<file path="src/rtl/bp_me_pkg.sv">
`default_nettype none
// ============================================================================
// bp_me_pkg: configuration, BedRock header layout and burst helpers
// Revision: 1.0
// ============================================================================
package bp_me_pkg;

   typedef enum logic {e_bp_default_cfg = 1'b0} bp_params_e;

   function automatic int bp_paddr_width(input bp_params_e cfg);
      case (cfg)
         e_bp_default_cfg: return 40;
         default:          return 40;
      endcase
   endfunction

   function automatic int bp_cce_block_width(input bp_params_e cfg);
      case (cfg)
         e_bp_default_cfg: return 512;
         default:          return 512;
      endcase
   endfunction

   function automatic int bp_lce_id_width(input bp_params_e cfg);
      case (cfg)
         e_bp_default_cfg: return 4;
         default:          return 4;
      endcase
   endfunction

   function automatic int bp_lce_assoc(input bp_params_e cfg);
      case (cfg)
         e_bp_default_cfg: return 8;
         default:          return 8;
      endcase
   endfunction

   function automatic int bp_mem_header_width(input int paddr_w, input int lce_id_w, input int assoc);
      return 4 + 4 + paddr_w + 3 + lce_id_w + $clog2(assoc);
   endfunction

   // N = max(1, 2^size/8); wrap offset stays inside the naturally aligned region
   function automatic int bp_me_beats(input logic [2:0] size);
      return (size <= 3'd3) ? 1 : (1 << (size - 3'd3));
   endfunction

   function automatic int bp_me_wrap(input int start, input int idx, input int beats);
      return (start + idx) & (beats - 1);
   endfunction

   localparam int dword_width_gp  = 64;
   localparam int paddr_width_gp  = bp_paddr_width(e_bp_default_cfg);
   localparam int lce_id_width_gp = bp_lce_id_width(e_bp_default_cfg);
   localparam int lce_assoc_gp    = bp_lce_assoc(e_bp_default_cfg);

   typedef enum logic [3:0] {
      e_bedrock_mem_rd    = 4'd0,
      e_bedrock_mem_wr    = 4'd1,
      e_bedrock_mem_uc_rd = 4'd2,
      e_bedrock_mem_uc_wr = 4'd3,
      e_bedrock_mem_pre   = 4'd4,
      e_bedrock_mem_amo   = 4'd5
   } bp_bedrock_mem_type_e;

   typedef enum logic [2:0] {
      e_bedrock_msg_size_1   = 3'd0,
      e_bedrock_msg_size_2   = 3'd1,
      e_bedrock_msg_size_4   = 3'd2,
      e_bedrock_msg_size_8   = 3'd3,
      e_bedrock_msg_size_16  = 3'd4,
      e_bedrock_msg_size_32  = 3'd5,
      e_bedrock_msg_size_64  = 3'd6,
      e_bedrock_msg_size_128 = 3'd7
   } bp_bedrock_msg_size_e;

   typedef struct packed {
      logic [lce_id_width_gp-1:0]       lce_id;
      logic [$clog2(lce_assoc_gp)-1:0]  way_id;
   } bp_bedrock_mem_payload_s;

   typedef struct packed {
      bp_bedrock_mem_payload_s     payload;
      bp_bedrock_msg_size_e        size;
      logic [paddr_width_gp-1:0]   addr;
      logic [3:0]                  subop;
      bp_bedrock_mem_type_e        msg_type;
   } bp_bedrock_mem_header_s;

   typedef logic [2:0] bp_me_state_t;
   localparam bp_me_state_t e_ready      = 3'd0;
   localparam bp_me_state_t e_write      = 3'd1;
   localparam bp_me_state_t e_resp_hdr   = 3'd2;
   localparam bp_me_state_t e_read_issue = 3'd3;
   localparam bp_me_state_t e_read_data  = 3'd4;

endpackage
`default_nettype wire

</file>
<file path="src/rtl/bp_me_burst_addr_gen.sv">
`default_nettype none
// ============================================================================
// bp_me_burst_addr_gen: critical-word-first dword address and byte mask
// Revision: 1.0
// ============================================================================
module bp_me_burst_addr_gen
   import bp_me_pkg::*;
#(
   parameter int paddr_width_p = 40,
   parameter int cnt_width_p   = 4,
   parameter int mask_width_p  = 8
)
(
   input  logic [paddr_width_p-1:0] addr_i,
   input  logic [2:0]               size_i,
   input  logic [cnt_width_p-1:0]   cnt_i,
   output logic [paddr_width_p-4:0] ram_addr_o,
   output logic [mask_width_p-1:0]  mask_o,
   output logic                     last_o
);
   localparam int dword_addr_width_lp = paddr_width_p - 3;

   logic [dword_addr_width_lp-1:0] dword_addr;
   logic [cnt_width_p-1:0]         wrap_mask;
   logic [cnt_width_p-1:0]         offset;
   logic [mask_width_p-1:0]        byte_ones;

   assign dword_addr = addr_i[paddr_width_p-1:3];
   assign wrap_mask  = cnt_width_p'(bp_me_beats(size_i) - 1);
   assign offset     = cnt_width_p'(bp_me_wrap(int'(dword_addr[cnt_width_p-1:0]), int'(cnt_i),
                                               bp_me_beats(size_i)));
   assign ram_addr_o = (dword_addr & ~dword_addr_width_lp'(wrap_mask)) | dword_addr_width_lp'(offset);
   assign last_o     = (cnt_i == wrap_mask);

   // Multi-beat bursts write whole dwords; single-beat writes touch only their bytes
   assign byte_ones  = (size_i >= 3'd3) ? '1 : mask_width_p'((1 << (1 << size_i)) - 1);
   assign mask_o     = (size_i > 3'd3) ? '1 : (byte_ones << addr_i[2:0]);

endmodule
`default_nettype wire

</file>
<file path="src/rtl/bp_me_burst_mem_slave.sv">
`default_nettype none
// ============================================================================
// bp_me_burst_mem_slave: BedRock burst memory command slave onto a 1-cycle RAM
// Revision: 1.0
// ============================================================================
module bp_me_burst_mem_slave
   import bp_me_pkg::*;
#(
   parameter bp_params_e bp_params_p = e_bp_default_cfg,
   localparam int paddr_width_p      = bp_paddr_width(bp_params_p),
   localparam int cce_block_width_p  = bp_cce_block_width(bp_params_p),
   localparam int lce_id_width_p     = bp_lce_id_width(bp_params_p),
   localparam int lce_assoc_p        = bp_lce_assoc(bp_params_p),
   localparam int cce_mem_msg_header_width_lp = bp_mem_header_width(paddr_width_p, lce_id_width_p, lce_assoc_p)
)
(
   input  logic                                   clk_i,
   input  logic                                   reset_i,

   input  logic [cce_mem_msg_header_width_lp-1:0] mem_cmd_header_i,
   input  logic                                   mem_cmd_header_v_i,
   output logic                                   mem_cmd_header_ready_and_o,
   input  logic                                   mem_cmd_has_data_i,
   input  logic [dword_width_gp-1:0]              mem_cmd_data_i,
   input  logic                                   mem_cmd_data_v_i,
   output logic                                   mem_cmd_data_ready_and_o,
   input  logic                                   mem_cmd_last_i,

   output logic [cce_mem_msg_header_width_lp-1:0] mem_resp_header_o,
   output logic                                   mem_resp_header_v_o,
   input  logic                                   mem_resp_header_ready_and_i,
   output logic                                   mem_resp_has_data_o,
   output logic [dword_width_gp-1:0]              mem_resp_data_o,
   output logic                                   mem_resp_data_v_o,
   input  logic                                   mem_resp_data_ready_and_i,
   output logic                                   mem_resp_last_o,

   output logic                                   ram_v_o,
   output logic                                   ram_w_o,
   output logic [paddr_width_p-4:0]               ram_addr_o,
   output logic [dword_width_gp-1:0]              ram_data_o,
   output logic [dword_width_gp/8-1:0]            ram_mask_o,
   input  logic [dword_width_gp-1:0]              ram_data_i,

   output logic                                   error_o
);
   localparam int cnt_width_lp = $clog2(cce_block_width_p/64) + 1;

   bp_bedrock_mem_header_s    header_q, header_d, header_in;
   bp_me_state_t              state_q, state_d;
   logic [cnt_width_lp-1:0]   cnt_q, cnt_d;
   logic [dword_width_gp-1:0] rdata_q, rdata_d;
   logic                      error_q, error_d;
   logic                      rd_first_q, rd_first_d;
   logic                      is_wr_in, is_wr_q, last_beat, hdr_ready;

   assign header_in = bp_bedrock_mem_header_s'(mem_cmd_header_i);
   assign is_wr_in  = (header_in.msg_type == e_bedrock_mem_wr) || (header_in.msg_type == e_bedrock_mem_uc_wr);
   assign is_wr_q   = (header_q.msg_type == e_bedrock_mem_wr) || (header_q.msg_type == e_bedrock_mem_uc_wr);

   bp_me_burst_addr_gen #(
      .paddr_width_p (paddr_width_p),
      .cnt_width_p   (cnt_width_lp),
      .mask_width_p  (dword_width_gp/8)
   ) u_addr_gen (
      .addr_i     (header_q.addr),
      .size_i     (header_q.size),
      .cnt_i      (cnt_q),
      .ram_addr_o (ram_addr_o),
      .mask_o     (ram_mask_o),
      .last_o     (last_beat)
   );

   always_comb begin
      state_d    = state_q;
      header_d   = header_q;
      cnt_d      = cnt_q;
      error_d    = error_q;
      rdata_d    = rdata_q;
      rd_first_d = 1'b0;
      hdr_ready                = 1'b0;
      mem_cmd_data_ready_and_o = 1'b0;
      mem_resp_header_v_o      = 1'b0;
      mem_resp_data_v_o        = 1'b0;
      mem_resp_last_o          = 1'b0;
      ram_v_o                  = 1'b0;
      ram_w_o                  = 1'b0;
      case (state_q)
         e_ready: begin
            hdr_ready = 1'b1;
            if (mem_cmd_header_v_i) begin
               header_d = header_in;
               cnt_d    = '0;
               if (mem_cmd_has_data_i != is_wr_in) error_d = 1'b1;
               state_d  = is_wr_in ? e_write : e_resp_hdr;
            end
         end
         e_write: begin
            mem_cmd_data_ready_and_o = 1'b1;
            if (mem_cmd_data_v_i) begin
               ram_v_o = 1'b1;
               ram_w_o = 1'b1;
               // The computed beat count, not the sender's last flag, ends the burst
               if (mem_cmd_last_i != last_beat) error_d = 1'b1;
               if (last_beat) state_d = e_resp_hdr;
               else           cnt_d   = cnt_q + cnt_width_lp'(1);
            end
         end
         e_resp_hdr: begin
            mem_resp_header_v_o = 1'b1;
            if (mem_resp_header_ready_and_i) state_d = is_wr_q ? e_ready : e_read_issue;
         end
         e_read_issue: begin
            ram_v_o    = 1'b1;
            rd_first_d = 1'b1;
            state_d    = e_read_data;
         end
         e_read_data: begin
            mem_resp_data_v_o = 1'b1;
            mem_resp_last_o   = last_beat;
            if (rd_first_q) rdata_d = ram_data_i;
            if (mem_resp_data_ready_and_i) begin
               if (last_beat) state_d = e_ready;
               else begin
                  cnt_d   = cnt_q + cnt_width_lp'(1);
                  state_d = e_read_issue;
               end
            end
         end
         default: state_d = e_ready;
      endcase
   end

   always_ff @(posedge clk_i or posedge reset_i) begin
      if (reset_i) begin
         state_q    <= e_ready;
         header_q   <= '0;
         cnt_q      <= '0;
         error_q    <= 1'b0;
         rdata_q    <= '0;
         rd_first_q <= 1'b0;
      end else begin
         state_q    <= state_d;
         header_q   <= header_d;
         cnt_q      <= cnt_d;
         error_q    <= error_d;
         rdata_q    <= rdata_d;
         rd_first_q <= rd_first_d;
      end
   end

   // RAM read data is only valid in the first data cycle; later cycles replay the hold register
   assign mem_resp_data_o            = rd_first_q ? ram_data_i : rdata_q;
   assign mem_cmd_header_ready_and_o = hdr_ready & ~reset_i;
   assign mem_resp_header_o          = header_q;
   assign mem_resp_has_data_o        = ~is_wr_q;
   assign ram_data_o                 = mem_cmd_data_i;
   assign error_o                    = error_q;

endmodule
`default_nettype wire

</file>
<file path="config.mk">
export PLATFORM = sky130hd
export DESIGN_NAME = bp_me_burst_mem_slave
export DESIGN_NICKNAME = d
export VERILOG_FILES = /design/src/rtl/bp_me_pkg.sv /design/src/rtl/bp_me_burst_addr_gen.sv /design/src/rtl/bp_me_burst_mem_slave.sv
export SDC_FILE = /design/constraint.sdc
export NUM_CORES = 1
export LEC_CHECK = 0
export ABC_AREA = 1
export CAP_MARGIN = 20
export CORE_AREA = 2 2 168 170
export CTS_BUF_LIST = sky130_fd_sc_hd__clkbuf_16
export DETAILED_ROUTE_END_ITERATION = 12
export DIE_AREA = 0 0 170 172
export HOLD_SLACK_MARGIN = 0.05
export PLACE_DENSITY = 0.64
export SLEW_MARGIN = 10
export SYNTH_ARGS = -nofsm -noshare
export SYNTH_HDL_FRONTEND = slang
export SYNTH_SLANG_ARGS = --single-unit
</file>
<file path="constraint.sdc">
create_clock -name clk_i -period 8.94 [get_ports clk_i]
set_input_delay 1.341 -clock clk_i [delete_from_list [all_inputs] [get_ports clk_i]]
set_output_delay 1.341 -clock clk_i [all_outputs]
set_load 0.05 [all_outputs]
</file>
* Yosys cells after proc, flatten, opt, wreduce, memory -nomap -nowiden
Cells that the tools add are included.
** Storage, ports and cells
- Memory bits (writable) :: 0
- Output and inout port bits :: 240
- Latch bits :: 0
- Memories kept :: 0
- Bits in registers :: 131
- Bits in read-only memories :: 0
- Logic and storage cells :: 89
** Cells by class
- $mul :: 0
- Reduce and logical (&&, ||, !) cells :: 9
- Equality and inequality tests :: 18
- Magnitude comparators :: 3
- Bitwise logic cells :: 7
- Shifts and indexed selects :: 4
- $add $sub $neg :: 5
- Div/mod/pow operators :: 0
- Multiplexer cells :: 32
** Operator list (count)
- $mux W64 :: 1
- $and A37 B37 Y37 :: 1
- $not A4 Y37 :: 1
- $or A37 B4 Y37 :: 1
- $shl A1 B3 Y32 const A :: 1
- $shl A1 B32 Y8 const A :: 1
- $mux W4 :: 5
- $mux W8 :: 2
- $mux W3 :: 5
- $pmux W3 S5 :: 1
- $ne A2 B2 Y1 const B :: 7
- $mux W1 :: 12
- $pmux W4 S3 :: 1
- $reduce_and A5 Y1 :: 2
- $eq A4 B1 Y1 const B :: 2
- $eq A4 B2 Y1 const B :: 2
- $shl A8 B3 Y8 :: 1
- $sub A8 B2 Y8 const B :: 1
- $eq A3 B2 Y1 const B :: 2
- $mux W2 :: 3
- $add A4 B1 Y4 const B :: 1
- $add A4 B4 Y4 :: 1
- $and A4 B4 Y4 :: 1
- $eq A4 B4 Y1 :: 1
- other kinds (18) :: 22

* Logic depth before layout (Yosys ltp)
- Word-level depth :: 9
- Mapped depth :: 17

* By module
A second synthesis with hierarchy kept.
** Unflattened totals
- Cell total of the unflattened synthesis :: 978
- Area, all modules :: 7498.4 sq um
** By module, submodules not included
- bp_me_burst_mem_slave :: area each 6591.3 sq um, times used 1, sequential area each 3278.1 sq um, cells an instance 827
- bp_me_burst_addr_gen :: area each 907.1 sq um, times used 1, sequential area each 0.0 sq um, cells an instance 151

* Worst setup path before layout
OpenSTA, ideal clock, no wires.
- Path type :: register -> output
- From :: reg header_q, in the netlist mem_resp_header_o[49]
- To :: out ram_mask_o[1]
- Slack :: 4.526 ns
- Arrival time :: 3.073 ns
- Required time :: 7.599 ns
- Stages on the path, launching flop included :: 10
- Path through :: dfrtp_1 > nand2_2 > inv_1 > ha_1 > inv_1 > nand3_1 > ha_1 > nand2_1 > o21ai_0 > o21ai_0
** Between the ends
- Cells in the longest elaborated chain, start to end :: 6
- Elaborated cells between the ends (all ways) :: 8
** Ends and longest elaborated chain
- from (decl) :: RTL line bp_me_burst_mem_slave.sv:49 : bp_bedrock_mem_header_s header_q, header_d, header_in;
- from (signal assigned) :: RTL line bp_me_burst_mem_slave.sv:144 : header_q <= header_d;
- $shl A1 B3 Y32 :: RTL line bp_me_burst_addr_gen.sv:36 : assign byte_ones = (size_i >= 3'd3) ? '1 : mask_width_p'((1 << (1 << size_i)) - 1);
- $shl A1 B32 Y8 :: RTL line bp_me_burst_addr_gen.sv:36
- $sub A8 B2 Y8 :: RTL line bp_me_burst_addr_gen.sv:36
- $mux W8 :: RTL line bp_me_burst_addr_gen.sv:36
- $shl A8 B3 Y8 :: RTL line bp_me_burst_addr_gen.sv:37 : assign mask_o = (size_i > 3'd3) ? '1 : (byte_ones << addr_i[2:0]);
- $mux W8 * :: RTL line bp_me_burst_addr_gen.sv:37
- to (decl) :: RTL line bp_me_burst_mem_slave.sv:42 : output logic [dword_width_gp/8-1:0] ram_mask_o,
Mark *: on every way between the ends. The rest lies on a longest branch, timed or not.

* Worst setup path in the final report
- From :: reg header_q, in the netlist mem_resp_header_o[49]
- To :: out mem_resp_last_o
** Between the ends
- Cells in the longest elaborated chain, start to end :: 6
- Elaborated cells between the ends (all ways) :: 7
** Ends and longest elaborated chain
- $sub A3 B2 Y3 :: RTL line bp_me_pkg.sv:44 : return (size <= 3'd3) ? 1 : (1 << (size - 3'd3));
- $shl A1 B3 Y4 :: RTL line bp_me_pkg.sv:44
- $mux W4 * :: RTL line bp_me_pkg.sv:44
- $sub A4 B2 Y4 * :: RTL line bp_me_burst_addr_gen.sv:29 : assign wrap_mask = cnt_width_p'(bp_me_beats(size_i) - 1);
- $eq A4 B4 Y1 * :: RTL line bp_me_burst_addr_gen.sv:33 : assign last_o = (cnt_i == wrap_mask);
- $mux W1 * :: RTL line bp_me_burst_mem_slave.sv:88 : case (state_q)
- to (decl) :: RTL line bp_me_burst_mem_slave.sv:36 : output logic mem_resp_last_o,
Marks and branches as above.

==> run metrics <==
Final Hold Vio Count 0; H-tree lvl count 4; fraction of registers with async set/reset 100%; DP Wirelength 13800 um; sequential area share after synthesis 44.8%; TritonCTS buffer count 17; status finished clean; first-pass GRT wire length 30200 um; gr usage total 13.0%; CP endpoint kind output pin; postcts setup bufs 0; RSZ-0062 raised after global routing no; skew final 0.0121 ns; GRT overflow 0; cts hold-fix bufs 0; Critical path buffers and inverters 4; highest-count cells in the layout ignoring fill and taps clkdlybuf4s50_1 (305), nand2_1 (192), o21ai_0 (134); row cnt 61; via/cell ratio 4.37; clk sinks 131; routed len/inst 13.5 um; EDFF count, synth 0; Iter 0 DRT Violations 290; FF-to-FF Start mem_resp_header_o[49]; worst reg2reg setup slack 6.26 ns; starting density of the core 26.6%; commonest non-fill, non-tap cell in the layout clkdlybuf4s50_1; WL final 19300 um; delay of the slowest critical-path stage 0.83 ns; setup TNS 0 ns; antenna-violating nets left 0; DP Area 9950 um2; placer congestion estimate 0.832; Clk pin slew, worst setup/hold paths 0.06 ns; synthesized area 7310 um2; Post-Layout Inst Area 10600 um2; Die Outline Area 29200 um2; Worst R2R End state_q[1]; Buffers on Ports 305; width of the die 170 um; hold slack 0.482 ns; Final Net Count 1268; CTS max path bufs 2; die height 172 um; fmax 0.200 GHz; Max-Cap Viols 0; ys flop type dfrtp_1; PostCTS Resize Cnt 0; Via Count 6223; worst hold stages 2; Seq cells post-synth 131; R2R depth 16; vias in the first global route 5996; Slew Viols, Final 0; diode count 0; Place WS 4.40 ns; layout cells sized above 1 10.6%; clk_lat worst skew 0.42 ns; Clock Tree Root clkbuf_16; CP required 7.60 ns; HP Start error_o; Synth Area per Inst 8.40 um2; Crit path max-delay family buffers and inverters; Worst Hold Class register to register; initial antenna violation count 0; unique cell type count in the Yosys netlist 34; Crit path depth 14; crit path max fanout 8; Area Overhead vs Synth 44.8%; Ys Warns 0; Final setup viols 0; Ports 434; Rel. slew slack 45.8%; Post-Syn Nets 1073; drc violations 0; largest net degree at the start of global routing 129; detailed-router iteration count before antenna repair 4; Worst path slowest cell clkdlybuf4s50_1; min cycle time layout 5.00 ns; Hold Path Sink error_o; Placeable Area 27500 um2; worst-margin pin slew 0.812 ns; crit share post-route 55.9%; CP Class register to output pin; Post-Syn Instances 870; CTS tree built; final worst-path setup slack 3.94 ns; Setup crit start kind register; CP Cell Sequence nand2_2 -> inv_1 -> ha_1 -> inv_1 -> nand2_1 -> nand2_2 -> inv_1 -> ha_1 -> xor2_1 -> nand3_2 -> nor2_4 -> nand2_2 -> nor2_1 -> clkdlybuf4s50_1; Critical Path AT 3.66 ns
==> registers in the layout, indices dropped and copies added (netlist names) <==
| name | count |
|---|---|
| cnt_q | 4 |
| mem_resp_header_o | 58 |
| error_o | 1 |
| rdata_q | 64 |
| state_q | 3 |
| rd_first_q | 1 |
==> cell usage after synthesis (all sizes together), types with 3 or more instances <==
library cell  instances  area, um2
nand2               201        785
o21ai               142        726
dfrtp               131       3280
buf                 111        798
inv                 105        394
mux2                 50        563
nand3                31        170
nor2                 25        119
clkbuf               23       86.3
a21oi                19        110
ha                    8        100
nand4                 6       37.5
xor2                  4       35.0
nor3                  3       15.0
==> routing by layer <==
| metal | vias to the layer above | GRT usage, % | share of wire (%) | wire (um) |
|---|---|---|---|---|
| li1 | 3077 | - | - | - |
| met1 | 2841 | 15.4 | 43 | 8230 |
| met2 | 263 | 20.8 | 45 | 8660 |
| met3 | 42 | 5.54 | 9.5 | 1840 |
| met4 | 0 | 5.46 | 2.9 | 550 |
| met5 | - | 0 | 0 | 0 |
==> worst reg2reg max path: stages (launching register included) <==
cell     delay [ns]
dfrtp_1        0.46
nand2_2        0.15
inv_1          0.09
ha_1           0.27
inv_1          0.17
nand2_1        0.12
nand2_2        0.09
inv_1          0.05
ha_1           0.33
xor2_1         0.20
nand3_2        0.12
nor2_4         0.13
nand2_2        0.10
nand2_1        0.09
nand3_1        0.06
nand2_1        0.06
nand2_1        0.07
==> worst max path at each step <==
stage | from | endpoint | slack (ns)
after detailed placement | mem_resp_header_o[49] | mem_resp_last_o | 4.40
after floorplan | reset_i | cnt_q[0] | 4.10
final | mem_resp_header_o[49] | mem_resp_last_o | 3.94
after global routing | mem_resp_header_o[49] | mem_resp_last_o | 3.68
after CTS | mem_resp_header_o[49] | mem_resp_last_o | 3.93
after global placement | mem_resp_header_o[49] | mem_resp_last_o | 4.49
==> final cells by class <==
type	count	area (um2)
Clock buffer	17	425
Clock inverter	15	155
Multi-Input combinational cell	500	2760
Timing Repair Buffer	310	3130
Sequential cell	131	3280
Fill cell	2818	16900
Inverter	105	399
Tap cell	346	433
==> metrics by stage <==
| stage | cells | utilization [%] |
|---|---|---|
| finish | 1424 | 38.5 |
| global route | 1424 | 38.5 |
| CTS | 1422 | 38.3 |
| detailed placement | 1390 | 36.2 |
| global placement | 1390 | 36.2 |
| floorplan | 870 | - |
==> logic make-up after synthesis <==
family,share of synthesized area (%)
AND/OR/NAND/NOR,15.7
buffers and inverters,17.5
AO/OA/AOI/OAI,12.0
flip-flops,44.8
multiplexers,7.70
adder cells (fa/ha/maj),1.64
XOR/XNOR,0.599
Power is not shown: default switching activity piles up to over one toggle a cycle in this logic, so the estimate is an artifact.
